<file path="config.mk">
export PLATFORM = sky130hd
export DESIGN_NAME = multi_load_divider
export DESIGN_NICKNAME = d
export VERILOG_FILES = /design/src/rtl/multi_load_divider_pkg.sv /design/src/rtl/multi_load_divider_channel.sv /design/src/rtl/multi_load_divider.sv
export SDC_FILE = /design/constraint.sdc
export NUM_CORES = 1
export LEC_CHECK = 0
export ABC_AREA = 1
export CAP_MARGIN = 5
export CORE_MARGIN = 2
export CORE_UTILIZATION = 67
export CTS_CLUSTER_SIZE = 25
export DETAILED_ROUTE_END_ITERATION = 10
export HOLD_SLACK_MARGIN = 0.02
export PLACE_DENSITY = 0.95
export SYNTH_ARGS = -nofsm -noshare
export SYNTH_HDL_FRONTEND = slang
export SYNTH_HIERARCHICAL = 1
export SYNTH_SLANG_ARGS = --single-unit
</file>
<file path="constraint.sdc">
create_clock -name i_clk -period 6.9 [get_ports i_clk]
set_input_delay 1.38 -clock i_clk [delete_from_list [all_inputs] [get_ports i_clk]]
set_output_delay 1.38 -clock i_clk [all_outputs]
set_load 0.01 [all_outputs]
</file>
<file path="src/rtl/multi_load_divider_pkg.sv">
// Shared constants, state type and increment helper for the multi-channel
// loadable fractional divider.
package multi_load_divider_pkg;

    // Values of i_load_defer
    localparam logic LOAD_NOW   = 1'b0;
    localparam logic LOAD_DEFER = 1'b1;

    // Increment held by every channel (active and shadow) out of reset
    localparam int INCR_RESET = 1;

    // Per-channel deferred-load tracking
    typedef enum logic {
        ST_IDLE    = 1'b0,
        ST_PENDING = 1'b1
    } load_state_t;

    // Effective increment = requested + 1, saturating at all-ones so that an
    // all-ones request never wraps to a zero (stalled) increment.
    // Works on up to 64-bit fields; callers truncate to their own width.
    function automatic logic [63:0] clamp_incr(input logic [63:0] req, input int width);
        logic [63:0] mask;
        logic [63:0] req_m;
        mask  = (width >= 64) ? {64{1'b1}} : ((64'd1 << width) - 64'd1);
        req_m = req & mask;
        if (req_m == mask) begin
            return mask;
        end
        return req_m + 64'd1;
    endfunction

endpackage

</file>
<file path="src/rtl/multi_load_divider_channel.sv">
// One divider channel: phase accumulator, active and shadow increments,
// deferred-load state and the registered overflow pulse.
module load_divider_channel
    import multi_load_divider_pkg::*;
#(
    parameter int WIDTH = 25
) (
    input  logic             i_clk,
    input  logic             i_reset,
    input  logic             i_en,
    input  logic             i_load_now,
    input  logic             i_load_defer,
    input  logic [WIDTH-1:0] i_incr_eff,
    input  logic             i_phase_clr,
    output logic             o_div,
    output logic             o_clk_overflow,
    output logic             o_load_pending
);

    localparam logic [WIDTH-1:0] INCR_INIT = WIDTH'(INCR_RESET);

    load_state_t      state_reg,  state_next;
    logic [WIDTH-1:0] acc_reg,    acc_next;
    logic [WIDTH-1:0] incr_reg,   incr_next;
    logic [WIDTH-1:0] shadow_reg, shadow_next;
    logic             ovf_reg,    ovf_next;
    logic [WIDTH:0]   sum;
    logic             carry;

    // Add one bit wider than the accumulator so the top bit is the wrap carry
    always_comb begin
        sum   = {1'b0, acc_reg} + {1'b0, incr_reg};
        carry = i_en & sum[WIDTH] & ~i_phase_clr;
    end

    // Next-state: accumulator advance/clear and the deferred-load machine
    always_comb begin
        state_next  = state_reg;
        acc_next    = acc_reg;
        incr_next   = incr_reg;
        shadow_next = shadow_reg;
        ovf_next    = 1'b0;

        // Clear overrides enable; a disabled channel holds and drops the pulse
        if (i_phase_clr) begin
            acc_next = '0;
        end else if (i_en) begin
            acc_next = sum[WIDTH-1:0];
            ovf_next = sum[WIDTH];
        end

        case (state_reg)
            ST_IDLE: begin
                if (i_load_defer) begin
                    shadow_next = i_incr_eff;
                    state_next  = ST_PENDING;
                end
            end
            ST_PENDING: begin
                // Wrap or clear hands over the shadow that was already waiting
                if (carry || i_phase_clr) begin
                    incr_next  = shadow_reg;
                    state_next = ST_IDLE;
                end
                // A new deferred load always lands in shadow for the next wrap
                if (i_load_defer) begin
                    shadow_next = i_incr_eff;
                    state_next  = ST_PENDING;
                end
            end
            default: begin
                state_next = ST_IDLE;
            end
        endcase

        // Immediate load wins over any transfer and cancels a waiting one
        if (i_load_now) begin
            incr_next  = i_incr_eff;
            state_next = ST_IDLE;
        end
    end

    // State registers with asynchronous reset
    always_ff @(posedge i_clk or posedge i_reset) begin
        if (i_reset) begin
            state_reg  <= ST_IDLE;
            acc_reg    <= '0;
            incr_reg   <= INCR_INIT;
            shadow_reg <= INCR_INIT;
            ovf_reg    <= 1'b0;
        end else begin
            state_reg  <= state_next;
            acc_reg    <= acc_next;
            incr_reg   <= incr_next;
            shadow_reg <= shadow_next;
            ovf_reg    <= ovf_next;
        end
    end

    assign o_div          = acc_reg[WIDTH-1];
    assign o_clk_overflow = ovf_reg;
    assign o_load_pending = (state_reg == ST_PENDING);

endmodule

</file>
<file path="src/rtl/multi_load_divider.sv">
// Multi-channel loadable fractional clock divider: decodes the shared load
// port into per-channel strobes and replicates the channel logic.
module multi_load_divider
    import multi_load_divider_pkg::*;
#(
    parameter int WIDTH    = 25,
    parameter int CHANNELS = 2,
    parameter int CH_W     = (CHANNELS > 1) ? $clog2(CHANNELS) : 1
) (
    input  logic                i_clk,
    input  logic                i_reset,
    input  logic [CHANNELS-1:0] i_en,
    input  logic                i_load,
    input  logic [CH_W-1:0]     i_load_chan,
    input  logic                i_load_defer,
    input  logic [WIDTH-1:0]    i_incriment,
    input  logic [CHANNELS-1:0] i_phase_clr,
    output logic [CHANNELS-1:0] o_div,
    output logic [CHANNELS-1:0] o_clk_overflow,
    output logic [CHANNELS-1:0] o_load_pending
);

    logic [WIDTH-1:0]    incr_eff;
    logic [CHANNELS-1:0] load_now;
    logic [CHANNELS-1:0] load_defer;

    // One shared clamp; every channel sees the same effective increment
    always_comb begin
        incr_eff = WIDTH'(clamp_incr(64'(i_incriment), WIDTH));
    end

    genvar gi;
    generate
        for (gi = 0; gi < CHANNELS; gi++) begin : g_chan
            // Out-of-range channel numbers match no channel and are dropped
            always_comb begin
                load_now[gi]   = i_load && (i_load_chan == CH_W'(gi)) && (i_load_defer == LOAD_NOW);
                load_defer[gi] = i_load && (i_load_chan == CH_W'(gi)) && (i_load_defer == LOAD_DEFER);
            end

            load_divider_channel #(
                .WIDTH (WIDTH)
            ) u_chan (
                .i_clk          (i_clk),
                .i_reset        (i_reset),
                .i_en           (i_en[gi]),
                .i_load_now     (load_now[gi]),
                .i_load_defer   (load_defer[gi]),
                .i_incr_eff     (incr_eff),
                .i_phase_clr    (i_phase_clr[gi]),
                .o_div          (o_div[gi]),
                .o_clk_overflow (o_clk_overflow[gi]),
                .o_load_pending (o_load_pending[gi])
            );
        end
    endgenerate

endmodule
</file>
# ---- After elaboration in Yosys (flattened, before gate mapping)
# Cells that the tools add are included.
dict set report classes {
  reduce_logical 16
  shift 0
  bitwise_logic 10
  multipliers 0
  n_div 0
  n_eq_ne 1
  n_lt_le_gt_ge 0
  add_sub_neg 3
  mux 29
}
# op count
set op_table {}
lappend op_table {{$mux W25} 14}
lappend op_table {{$add A25 B25 Y26} 2}
lappend op_table {{$add A25 B1 Y25 const B} 1}
lappend op_table {{$eq A25 B25 Y1 const B} 1}
lappend op_table {{$mux W1} 13}
lappend op_table {{$reduce_bool A2 Y1} 6}
lappend op_table {{$logic_and A1 B1 Y1} 6}
lappend op_table {{$not A1 Y1} 6}
lappend op_table {{$and A1 B1 Y1} 4}
lappend op_table {{$pmux W1 S2} 2}
lappend op_table {{$reduce_and A2 Y1} 2}
lappend op_table {{$logic_or A1 B1 Y1} 2}
dict set report totals {
  output_inout_bits 6
  mem_bits_rw 0
  latch_bits 0
  n_memories 0
  wordCells 69
  mem_bits_ro 0
  register_bits 154
  input_bits 34
}

# ---- Logic depth before layout (Yosys ltp)
dict set report depth {
  ltp_word 8
  depth_mapped 15
  depth_no_buf 14
}

# ---- Cells and area by module
# Netlist, hierarchy kept.
# module instances seq_area_each_um2 cells_per_inst area_per_inst_um2
set by_module_without_submodules {}
lappend by_module_without_submodules {load_divider_channel 2 1929.4 652 4670.7}
lappend by_module_without_submodules {multi_load_divider 1 0.0 163 825.8}

# ---- Worst setup path before layout
# OpenSTA, ideal clock, no wires.
dict set report synth_path {
  path_kind {input port to flip-flop}
  from {input port i_incriment[0]}
  to {register g_chan[0].u_chan.incr_reg[11]}
  setup_ps 66
  t_required_ps 6834
  slack_ps 4189
  arrival_ps 2645
  cell_stages 12
  path_buffers 1
  path_cell_list {ha_1 -> nand2_2 -> nor2_4 -> nand2_4 -> nor2_4 -> nand3_4 -> buf_6 -> nand3_1 -> nand2_1 -> o21ai_0 -> nand3_1 -> nand2_1}
}
dict set report synth_via {
  elab_chain_cells 4
  elab_cells_between_ends 5
  classes_between {add/sub: 1; eq/ne: 1; mux: 3}
}
# item line
set synth_rtl {}
lappend synth_rtl {{start: declaration} multi_load_divider.sv:16} ;# input logic [WIDTH-1:0] i_incriment,
lappend synth_rtl {{branches (longest 2 deep; another with $add A25 B1 Y25)} n/a}
lappend synth_rtl {{$mux W25 (*)} multi_load_divider_pkg.sv:29} ;# return req_m + 64'd1;
lappend synth_rtl {{named net incr_eff[11]} multi_load_divider.sv:23} ;# logic [WIDTH-1:0] incr_eff;
lappend synth_rtl {{$mux W25 (*)} multi_load_divider_channel.sv:77} ;# if (i_load_now) begin
lappend synth_rtl {{end signal: assignment} multi_load_divider_channel.sv:94} ;# incr_reg <= incr_next;
lappend synth_rtl {{end: declaration} multi_load_divider_channel.sv:24} ;# logic [WIDTH-1:0] incr_reg, incr_next;
# Mark *: on every way through the listed nets, which the timed path passes.
# A chain may end at the register's enable or synchronous reset.

# ---- Worst setup path in the final report
dict set report layout_path {
  from {input port i_phase_clr[1]}
  to {register g_chan[1].u_chan.acc_reg[8]}
}
dict set report layout_via {
  elab_chain_cells 1
  elab_cells_between_ends 2
  classes_between {mux: 1; reduce/logical: 1}
}
# item line
set layout_rtl {}
lappend layout_rtl {{start: declaration} multi_load_divider.sv:17} ;# input logic [CHANNELS-1:0] i_phase_clr,
lappend layout_rtl {{$mux W25 / $reduce_bool A2 Y1 (equally long branches)} n/a}
lappend layout_rtl {{end signal: assignment} multi_load_divider_channel.sv:93} ;# acc_reg <= acc_next;
lappend layout_rtl {{end: declaration} multi_load_divider_channel.sv:23} ;# logic [WIDTH-1:0] acc_reg, acc_next;
# Several ways; a longest one is shown, not always the timed one.

==> flow_summary.ini <==
[cts]
clock-sinks = 154
cts_buffers = 17
cts_root_buf = clkbuf_16
clk_pin_slew_ns = 0.07
cts_setup_buffers = 0
cts_resized = 0
cts_buffer_depth = 2
htreeDepth = 4
hold_buffers = 0
cts_tree = done
clock_latency_ns = 0.44

[worst_hold_path]
hold_depth = 2
hp-start = g_chan[0].u_chan/incr_reg[0]$_DFFE_PP1P_
hold_class = flip-flop to flip-flop

[setup_path]
cp-startpoint = i_phase_clr[1]
rr_startpoint = g_chan[0].u_chan/incr_reg[0]$_DFFE_PP1P_
worstPathArrival_ns = 4.16
crit_type = input port to flip-flop
endpoint_kind = flip-flop
critPathTopFamily = buffers and inverters
path_cells = clkdlybuf4s50_1, nor2_1, buf_4, nor2_1, inv_1, a21oi_1, o21ai_0, nand2_1
path_common_cell = nor2_1
cp_max_fo = 27
worst_path_largest_cell_delay_ns = 0.81
slowest_stage = nor2_1
cp_num_buf_inv = 3
worstSetupStartpointType = input port
worst-path-stages = 8
worstRegToRegCells = 14
cp_data_required_time_ns = 7.28

[power_and_ir_drop]
power_leakage_nw = 5.71
switching_share_pct = 42.6
sequentialPowerShare_pct = 34.0
ir_worst_vdd_uv = 328
clockPowerShare_pct = 24.6
p_switching_w = 0.00171
combPwrFrac_pct = 41.4
power_density_mw_per_mm2 = 357
p_int_w = 0.00231

[final_layout]
final_net_count = 1572
diodes = 0
fillCellCount = 1039
layout-drive-gt1-share_pct = 6.07
final_util_pct = 74.8
syn2layout_area_growth_pct = 10.6
fin_cells = 1686

[sta]
setup_viol_count_final = 0
slew_violations = 0
fin_crit_sh_pct = 54.7
clock_skew_ns = 0.00777
worstMarginPinSlew_ns = 1.03
relSlewSlack_pct = 31.3
max_freq_mhz = 265
hold_viol = 0
grt_setup_unrepaired = no
fin_setup_tns_ns = 0
post-route-min-period_ns = 3.78

[place]
gp_congestion = 0.982
dp_hpwl_mm = 18.8
port_buffers = 39
dp.cells = 1654

[logic_synthesis]
synth_flop_cell = dfrtp_1
syn_avg_cell_area_sq_um = 6.93
synth_nets = 1554
synthCells = 1467
synth_warnings = 6
ys_seq_elements = 154
yosysSeqAreaShare_pct = 38.0
async_flop_share_pct = 100
syn_area_sq_mm = 0.0102
synth_edf_count = 0
synth.distinct_cells = 37

[routing]
routed_wl_mm = 28.0
num_vias = 10235
vias_per_cell = 6.07
wire_per_inst_um = 16.6
first_iter_violations = 1310
dr.pass1.iters = 6
drtAntennaViolNets = 0
drc = 0

[floorplanning]
coreArea_sq_mm = 0.0150
die-area_sq_mm = 0.0162
fp-row-count = 45
io_pins = 40
die_y_um = 127
fp.dieW_um = 127
start_util_pct = 67.6

[global_routing]
track_usage_pct = 35.5
grt_max_degree = 78
grt_pass1_vias = 9588
antenna_found_initial = 0
gr-total-overflow = 0
grt_pass1_wl_mm = 45.9

[outcome]
status = complete, no violations

[job]
drv_cap = 0
cell families (layout without fill, tap and decap cells):
group	count (synthesis)	count (layout)	synth area share (%)
adders and majority gates	53	53	6.67
buffers and inverters	210	241	8.39
AOI/OAI and AO/OA	262	262	13.6
DFF	154	154	38.0
xor gates and xnor gates	10	10	0.861
and+or+nand+nor	778	778	32.5
cells in the final DEF (no fill, tap or decap), types with 10 or more instances in the layout:
cell               n
nor3_1            16
a21oi_1           68
nand2_1          498
o21ai_0          171
clkdlybuf4s50_1   39
nor2_1           100
ha_1              51
dfrtp_1          150
clkbuf_16         17
nand3_1          111
inv_1            159
xor2_1            10
metal layers:
metal	up-vias	wire [um]	GRT usage [%]
met5	-	0	0
met4	0	1310	17.3
met3	125	2350	6.49
met2	564	13300	58.3
met1	4772	11000	45.8
li1	4774	-	-
cells in the mapped netlist, types with 4 or more instances:
library cell / instances / share of area (%)
a21oi_1: 68 / 3.3
nor4_1: 4 / 0.25
dfstp_2: 4 / 1.0
clkbuf_1: 34 / 1.3
buf_2: 4 / 0.20
a22o_1: 4 / 0.34
nand2_1: 498 / 18
or2_2: 6 / 0.37
buf_6: 6 / 0.66
o21ai_0: 171 / 8.4
nor2_1: 100 / 3.7
buf_4: 4 / 0.30
dfrtp_1: 150 / 37
nand3_1: 111 / 5.5
nand3_2: 7 / 0.69
nand2_2: 9 / 0.55
nor3_1: 20 / 0.98
o31ai_1: 4 / 0.30
nand4_1: 4 / 0.25
inv_1: 161 / 5.9
ha_1: 51 / 6.3
nand3b_1: 4 / 0.30
nor2_4: 4 / 0.44
xor2_1: 10 / 0.86
a21oi_2: 4 / 0.34
cell type report:
class	instances	area, sq um	area share, %
clock buffer	17	425	3.78
clock inverter	15	189	1.68
inverter	162	608	5.41
multi-input combinational	1103	5480	48.7
sequential	154	3860	34.3
tap	188	235	2.09
timing repair buffer	47	450	4.01
power by group through the flow:
stage / Clock (W) / Sequential, W / Combinational (W)
finish: 0.000989 / 0.00136 / 0.00166
global route: 0.00103 / 0.00138 / 0.00186
CTS: 0.000995 / 0.00136 / 0.00162
detailed placement: 0 / 0.00136 / 0.00158
global placement: 0 / 0.00135 / 0.00150
floorplan: 0 / 0.00130 / 0.00122
worst paths after layout:
path / to / slack [ns]
max reg2reg: g_chan[0].u_chan/acc_reg[24]$_DFFE_PP0P_ / 4.01
min: g_chan[0].u_chan/incr_reg[0]$_DFFE_PP1P_ / 0.48
max: g_chan[1].u_chan/acc_reg[8]$_DFFE_PP0P_ / 3.12
min in group asynchronous: g_chan[0].u_chan/acc_reg[22]$_DFFE_PP0P_ / 1.29
min reg2reg: g_chan[0].u_chan/incr_reg[0]$_DFFE_PP1P_ / 0.48
max in group asynchronous: g_chan[0].u_chan/shadow_reg[6]$_DFFE_PP0P_ / 4.49
metrics by stage:
stage	total power (W)	hold WS [ns]	worst slack, ns	area (sq um)
2_1_floorplan	0.00251	0.444	3.56	10200
3_3_place_gp	0.00286	0.456	2.96	10600
3_5_place_dp	0.00294	0.464	2.85	10600
4_1_cts	0.00397	0.478	3.25	11200
5_1_grt	0.00427	0.491	2.87	11200
6_report	0.00402	0.480	3.12	11200
worst min-delay path, delay by kind of cell, from the launching register on:
kind | cells | cell delay (ns)
flops | 1 | 0.37
simple gates | 2 | 0.11
(Power assumes the default switching activity.)
